[config.mk]
export PLATFORM = sky130hd
export DESIGN_NAME = imem_byte_loader_flat
export DESIGN_NICKNAME = d
export VERILOG_FILES = /design/src/rtl/imem_byte_loader_if.sv /design/src/rtl/imem_byte_loader.sv /design/src/flat_wrapper.sv
export SDC_FILE = /design/constraint.sdc
export NUM_CORES = 1
export LEC_CHECK = 0
export BUFFER_PORTS_ARGS = -buffer_cell sky130_fd_sc_hd__clkbuf_2
export CAP_MARGIN = 30
export CORE_UTILIZATION = 50
export CTS_BUF_LIST = sky130_fd_sc_hd__clkbuf_16
export DETAILED_ROUTE_END_ITERATION = 10
export PLACE_DENSITY = 0.7
export SKIP_LAST_GASP = 1
export SLEW_MARGIN = 20
export SYNTH_ARGS = -nofsm -noshare
export SYNTH_HDL_FRONTEND = slang
export SYNTH_SLANG_ARGS = --single-unit
[constraint.sdc]
create_clock -name clk -period 3.73 [get_ports clk]
set_input_delay 0.5595 -clock clk [delete_from_list [all_inputs] [get_ports clk]]
set_output_delay 0.5595 -clock clk [all_outputs]
set_load 0.01 [all_outputs]
[src/rtl/imem_byte_loader_if.sv]
// Byte-stream input and instruction-memory write port
// of the boot-time program loader.
interface imem_byte_loader_if #(
  parameter int ADDR_W = 8
);
  logic              byte_valid;
  logic [7:0]        byte_data;
  logic              byte_ready;
  logic              imem_we;
  logic [ADDR_W-1:0] imem_addr;
  logic [31:0]       imem_wdata;

  modport master (
    output byte_valid,
    output byte_data,
    input  byte_ready,
    input  imem_we,
    input  imem_addr,
    input  imem_wdata
  );

  modport slave (
    input  byte_valid,
    input  byte_data,
    output byte_ready,
    output imem_we,
    output imem_addr,
    output imem_wdata
  );
endinterface

[src/rtl/imem_byte_loader.sv]
// Boot loader: MSB-first byte stream -> 32-bit imem words,
// holds the core in reset until the image is written.
module imem_byte_loader #(
  parameter int ADDR_W        = 8,
  parameter int RELEASE_DELAY = 2
) (
  input  logic                clk,
  input  logic                reset_n,
  input  logic                start,
  input  logic [ADDR_W:0]     load_words,
  imem_byte_loader_if.slave   bus,
  output logic                core_reset_n,
  output logic                busy,
  output logic                done
);

  localparam logic [ADDR_W:0] DEPTH =
    {1'b1, {ADDR_W{1'b0}}};
  localparam int CW =
    (RELEASE_DELAY > 1) ? $clog2(RELEASE_DELAY) : 1;
  localparam logic [CW-1:0] REL_LAST =
    CW'(RELEASE_DELAY - 1);

  typedef enum logic [1:0] {
    IDLE,
    LOAD,
    RELEASE,
    RUN
  } state_t;

  state_t          state;
  logic [ADDR_W:0] words;
  logic [ADDR_W:0] word_idx;
  logic [1:0]      byte_idx;
  logic [23:0]     shift;
  logic [CW-1:0]   rel_cnt;
  logic [ADDR_W:0] words_clamp;
  logic            accept;

  // Requested count limited to the memory depth
  always_comb begin
    words_clamp = load_words;
    if (load_words > DEPTH)
      words_clamp = DEPTH;
  end

  assign bus.byte_ready = (state == LOAD);
  assign accept = bus.byte_valid && bus.byte_ready;
  assign busy = (state == LOAD) || (state == RELEASE);

  // Load sequencer: assemble words, write, then release core
  always_ff @(posedge clk or negedge reset_n) begin
    if (!reset_n) begin
      state          <= IDLE;
      words          <= '0;
      word_idx       <= '0;
      byte_idx       <= '0;
      shift          <= '0;
      rel_cnt        <= '0;
      bus.imem_we    <= 1'b0;
      bus.imem_addr  <= '0;
      bus.imem_wdata <= '0;
      core_reset_n   <= 1'b0;
      done           <= 1'b0;
    end else begin
      bus.imem_we <= 1'b0;
      unique case (state)
        IDLE, RUN: begin
          if (start) begin
            words        <= words_clamp;
            word_idx     <= '0;
            byte_idx     <= '0;
            shift        <= '0;
            rel_cnt      <= '0;
            core_reset_n <= 1'b0;
            done         <= 1'b0;
            if (words_clamp == '0)
              state <= RELEASE;
            else
              state <= LOAD;
          end
        end
        LOAD: begin
          if (accept) begin
            if (byte_idx == 2'd3) begin
              bus.imem_we    <= 1'b1;
              bus.imem_addr  <= word_idx[ADDR_W-1:0];
              bus.imem_wdata <= {shift, bus.byte_data};
              word_idx       <= word_idx + 1'b1;
              byte_idx       <= '0;
              if (word_idx == words - 1'b1)
                state <= RELEASE;
            end else begin
              shift    <= {shift[15:0], bus.byte_data};
              byte_idx <= byte_idx + 1'b1;
            end
          end
        end
        RELEASE: begin
          if (rel_cnt == REL_LAST) begin
            core_reset_n <= 1'b1;
            done         <= 1'b1;
            state        <= RUN;
          end else begin
            rel_cnt <= rel_cnt + 1'b1;
          end
        end
        default: state <= IDLE;
      endcase
    end
  end

endmodule

[src/flat_wrapper.sv]
// flat-port wrapper written by rule: the top's interface ports become plain ports
module imem_byte_loader_flat 
#(
  parameter int ADDR_W        = 8,
  parameter int RELEASE_DELAY = 2
)
  (clk, reset_n, start, load_words, core_reset_n, busy, done, bus_byte_valid, bus_byte_data, bus_byte_ready, bus_imem_we, bus_imem_addr, bus_imem_wdata);
  imem_byte_loader_if #(.ADDR_W(ADDR_W)) bus_i ();
  input  logic clk;
  input  logic reset_n;
  input  logic start;
  input  logic [ADDR_W:0] load_words;
  output logic core_reset_n;
  output logic busy;
  output logic done;
  input wire logic [$bits(bus_i.byte_valid)-1:0] bus_byte_valid;
  input wire logic [$bits(bus_i.byte_data)-1:0] bus_byte_data;
  output wire logic [$bits(bus_i.byte_ready)-1:0] bus_byte_ready;
  output wire logic [$bits(bus_i.imem_we)-1:0] bus_imem_we;
  output wire logic [$bits(bus_i.imem_addr)-1:0] bus_imem_addr;
  output wire logic [$bits(bus_i.imem_wdata)-1:0] bus_imem_wdata;
  assign bus_i.byte_valid = bus_byte_valid;
  assign bus_i.byte_data = bus_byte_data;
  assign bus_byte_ready = bus_i.byte_ready;
  assign bus_imem_we = bus_i.imem_we;
  assign bus_imem_addr = bus_i.imem_addr;
  assign bus_imem_wdata = bus_i.imem_wdata;
  imem_byte_loader #(.ADDR_W(ADDR_W), .RELEASE_DELAY(RELEASE_DELAY)) u_core (.clk(clk), .reset_n(reset_n), .start(start), .load_words(load_words), .bus(bus_i), .core_reset_n(core_reset_n), .busy(busy), .done(done));
endmodule
# Word-level counts from Yosys, hierarchy flattened
# Index checks and enable logic that the tools add are counted.
[totals] inputBits=21 out_inout_bits=45 register_bits=89 elab_cells=69 ram_bits=0 n_memories=0 mem_bits_ro=0 latch_bits=0
[classes] order_cmp=1 n_eq_ne=11 reduce_logical=15 n_addsub=4 div_mod_pow=0 n_mul=0 muxes=28 n_bitwise=0 shift=0
[ops] operator="$mux W24" count=3
[ops] operator="$pmux W24 S2" count=1
[ops] operator="$mux W9" count=4
[ops] operator="$mux W2" count=9
[ops] operator="$pmux W9 S2" count=1
[ops] operator="$ne A2 B2 Y1 const B" count=5
[ops] operator="$add A9 B1 Y9 const B" count=1
[ops] operator="$eq A9 B9 Y1" count=1
[ops] operator="$gt A9 B9 Y1 const B" count=1
[ops] operator="$logic_not A9 Y1" count=1
[ops] operator="$reduce_and A3 Y1" count=3
[ops] operator="$sub A9 B1 Y9 const B" count=1
[ops] operator="$reduce_and A4 Y1" count=2
[ops] operator="$eq A2 B2 Y1 const B" count=3
[ops] operator="$mux W1" count=6
[ops] operator="$pmux W2 S3" count=1
[ops] operator="$reduce_and A5 Y1" count=1
[ops] operator="$pmux W1 S2" count=2
[ops] operator="$pmux W2 S2" count=1
[ops] operator="$reduce_and A2 Y1" count=2
[ops] operator="$reduce_bool A2 Y1" count=2
[ops] operator="$add A2 B1 Y2 const B" count=1
[ops] operator="$eq A2 B1 Y1 const B" count=1
[ops] operator="$logic_not A2 Y1" count=1
[ops] operator="other kinds (5)" count=5

# Longest topological paths before layout
[depth] ltp_word=6 mapped_depth=9 depth_no_buf=8

# Least setup slack after synthesis
# OpenSTA, ideal clock, no wires.
[synth_path] path_kind="register to register" start="register u_core.state[0]" end="register u_core.state[0]" path_buffers=1 stages_incl_launch_ff=10 setup_ns=0.127 slack_ns=1.164 arrival_ns=2.439 required_ns=3.603 period_less_slack_ns=2.566 path_cell_list="dfrtp_1 inv_1 ha_1 buf_6 nand2b_2 o21ai_2 or3_1 or4_1 a221o_1 mux2_1"
[synth_via] elab_chain_cells=4 elab_cells_between_ends=13 classes_between="8 x eq/ne; 1 x mux; 4 x reduce/logical"
[synth_lines] element="start, declared" line_no="imem_byte_loader.sv:31" source="state_t state;"
[synth_lines] element="start signal, assigned" line_no="imem_byte_loader.sv:54" source="state <= IDLE;"
[synth_lines] element="start signal, assigned" line_no="imem_byte_loader.sv:78" source="state <= RELEASE;"
[synth_lines] element="start signal, assigned" line_no="imem_byte_loader.sv:80" source="state <= LOAD;"
[synth_lines] element="$eq A2 B2 Y1, or another cell as far along" line_no="imem_byte_loader.sv:67" source="unique case (state)"
[synth_lines] element="$reduce_or A2 Y1 or $logic_and A1 B1 Y1 (tied branches)" line_no="imem_byte_loader.sv:67, imem_byte_loader.sv:48"
[synth_lines] element="$ne A2 B2 Y1 (no source line)"
[synth_lines] element="$reduce_and A5 Y1 (no source line)"
# Parallel ways exist; a longest one is shown, timed or not.
# A chain may end at the register's enable or synchronous reset.

# Worst setup path in the final report
# Ends and elaborated chain as after synthesis.

==> flow_metrics.env <==
export IMPL_cts_buffer_depth=2
export IMPL_yosys_warnings=0
export IMPL_worstPathMaxFanout=10
export IMPL_setup_violations=0
export IMPL_max_freq_mhz=360
export IMPL_status="finished, final reports clean"
export IMPL_drive_above_1_share_pct=21.1
export IMPL_netlist_instances=401
export IMPL_clkSlewWorstSetupHoldPaths_ns=0.07
export IMPL_final_common_cell="nand2_1"
export IMPL_seq_power_share_pct=40.8
export IMPL_period_needed_ns=2.78
export IMPL_regArea_sq_mm=0.00223
export IMPL_rr_endpoint="u_core.state[0]"
export IMPL_final_nets=490
export IMPL_dieWidth_um=90.6
export IMPL_dp_hpwl_um=5640
export IMPL_yosysTopAreaCell="dfrtp_1"
export IMPL_postCtsSetupRepairBufs=0
export IMPL_min_path_type="input pin to asynchronous set/reset pin"
export IMPL_remaining_drc_errors=0
export IMPL_antenna_left=0
export IMPL_cts_tree="done"
export IMPL_r2r_slack_ns=0.95
export IMPL_antennaDiodeCount=0
export IMPL_cellPowerDensity_mw_per_mm2=722
export IMPL_synth_async_reset_ratio_pct=100
export IMPL_start_util_pct=52.9
export IMPL_maxCapViolCount=0
export IMPL_ys_flop_type="dfrtp_1"
export IMPL_grt_overflow_total=0
export IMPL_syn2layout_area_growth_pct=18.1
export IMPL_root_buffer="clkbuf_16"
export IMPL_synth_area_per_cell_sq_um=9.78
export IMPL_critical_path_endpoint_type="register"
export IMPL_grt_busiest_layer="met1"
export IMPL_fin_tns_setup_ns=0
export IMPL_grt_use_met1_pct=32.2
export IMPL_port_buffers=65
export IMPL_routed_wirelength_um=8020
export IMPL_antenna_found_initial=0
export IMPL_rows=31
export IMPL_core_area_sq_mm=0.00741
export IMPL_ios=66
export IMPL_grt_pass1_vias=2856
export IMPL_whs_ns=0.206
export IMPL_layout_common_cells="133 x nand2_1, 89 x dfrtp_1, 64 x clkbuf_2, 24 x a22o_1, 18 x o21ai_0"
export IMPL_slew_headroom_pct=56.2
export IMPL_pwr_share_comb_pct=32.1
export IMPL_slew_viol_final=0
export IMPL_multi_input_area_sq_mm=0.00153
export IMPL_synth_edff_count=0
export IMPL_hold_viol_final=0
export IMPL_cts_buffers=9
export IMPL_via_count=2984
export IMPL_pwr_share_clk_pct=27.2
export IMPL_die_h_um=90.6
export IMPL_finalWeightedCongestion=0.824
export IMPL_postCtsHoldBufs=0
export IMPL_grt_usage_pct=21.6
export IMPL_cp_data_required_time_ns=3.94
export IMPL_r2r_cells=8
export IMPL_synth_top_area_share_pct=56.8
export IMPL_switchingPower_mw=1.21
export IMPL_skew_ns=0.00856
export IMPL_crit_reg2reg_launch="u_core.state[0]"
export IMPL_critPathLaunchType="register"
export IMPL_p_int_mw=2.14
export IMPL_dieArea_sq_mm=0.00820
export IMPL_crit_arrival_ns=2.99
export IMPL_grt_max_degree=51
export IMPL_htreeDepth=3
export IMPL_insertion_delay_ns=0.34
export IMPL_grt_pass1_wl_um=14000
export IMPL_cts_resized=0
export IMPL_clkSinkCount=89
export IMPL_detail_route_first_pass_iterations=4
export IMPL_switching_share_pct=36.1
export IMPL_period_share_pct=74.6
export IMPL_worst_pin_slew_ns=0.652
export IMPL_leakage_nw=2.42
export IMPL_synthTopCellsByArea="dfrtp_1 57%, nand2_1 13%, a22o_1 5.4%, o21ai_0 2.3%, xnor2_1 1.8%"
export IMPL_criticalPathCategory="register to register"
export IMPL_n_fill_cell=636
export IMPL_gr_usage_met3_pct=2.86
export IMPL_yosysSeqAreaShare_pct=56.8
export IMPL_yosysUniqueCellTypes=51
export IMPL_grtUsageMet2_pct=31.4
export IMPL_viasPerCell=5.25
export IMPL_wl_per_cell_um=14.1
export IMPL_rsz0062_at_grt="false"
export IMPL_yosys_register_bits=89
export IMPL_synth_area_sq_mm=0.00392
export IMPL_ir_worst_vdd_uv=412
export IMPL_drt_initial_drc_count=106
export IMPL_synth_fp_nets=427
## power groups by stage
stage	Combinational, mW	Clock, mW	Sequential [mW]
floorplan	0.792	0	1.35
global placement	1.04	0	1.37
detailed placement	1.08	0	1.38
CTS	1.09	0.925	1.36
global route	1.20	0.970	1.39
finish	1.07	0.909	1.36
## state kept, by name, indices dropped and copies added (netlist names)
name and cells:
u_core.bus.imem_we 1, u_core.bus.imem_addr 8, u_core.byte_idx 2, u_core.shift 24, u_core.bus.imem_wdata 32, u_core.words 9
u_core.done 1, u_core.rel_cnt 1, u_core.state 2, u_core.word_idx 9
## per-stage QoR
step | cells | utilization [%] | power, mW | instance area (sq um) | worst slack, ns
3_5_place_dp | 552 | 58.4 | 2.46 | 4320 | 0.953
6_report | 568 | 62.5 | 3.34 | 4630 | 0.949
3_3_place_gp | 551 | 58.0 | 2.41 | 4300 | 1.05
2_1_floorplan | 401 | - | 2.14 | 3920 | 1.16
4_1_cts | 568 | 62.5 | 3.37 | 4630 | 0.932
5_1_grt | 568 | 62.5 | 3.57 | 4630 | 0.806
## final cells by class
type | instances | area share, %
Inverter | 13 | 1.16
Tap cell | 99 | 2.67
Timing Repair Buffer | 71 | 8.48
Clock buffer | 9 | 4.86
Multi-Input combinational cell | 280 | 33.0
Clock inverter | 7 | 1.76
Sequential cell | 89 | 48.1
## synthesized netlist by cell type, types with 2 or more instances
cell type	instances
a211oi_1	2
nor2_1	16
a22o_1	24
clkbuf_1	15
nand4_1	3
xor2_1	4
inv_1	10
xnor2_1	8
o211ai_1	2
nand3_1	7
nor3_1	3
or3_1	4
nand3b_1	2
nand2_1	133
nor4_1	2
nand2b_1	10
o21ai_0	18
inv_2	2
mux2_1	2
dfrtp_1	89
ha_1	5
a21oi_1	10
nand2b_2	2
## critical path: stages (launching register included)
cell	delay, ns
dfrtp_1	0.38
inv_1	0.06
ha_1	0.42
nand2b_2	0.19
o21ai_2	0.08
or3_1	0.33
or4_1	0.46
a221o_1	0.39
mux2_1	0.33
## worst max path at each step
stage                    startpoint               to  cells past startpoint
finish              u_core.state[0]  u_core.state[0]                      8
global route        u_core.state[0]  u_core.state[0]                      8
CTS                 u_core.state[0]  u_core.state[0]                      8
detailed placement  u_core.state[0]  u_core.state[0]                      8
global placement    u_core.state[0]  u_core.state[0]                      8
floorplan           u_core.state[0]  u_core.state[0]                      9
## per-layer routing
layer,part of all wire [%],up-vias
met2,43,67
li1,-,1482
met5,0,-
met3,3.3,14
met4,2.2,0
met1,51,1421
## cells by family (layout without fill, tap and decap cells)
group / count (synthesis) / in the layout / synth area share (%)
and+or+nand+nor: 191 / 191 / 21.2
DFF: 89 / 89 / 56.8
AOI/OAI and AO/OA: 68 / 68 / 12.4
buffers and inverters: 32 / 100 / 4.28
xor gates and xnor gates: 12 / 12 / 2.68
adders and majority gates: 5 / 5 / 1.60
muxes: 4 / 4 / 1.12
(Power assumes the default switching activity.)
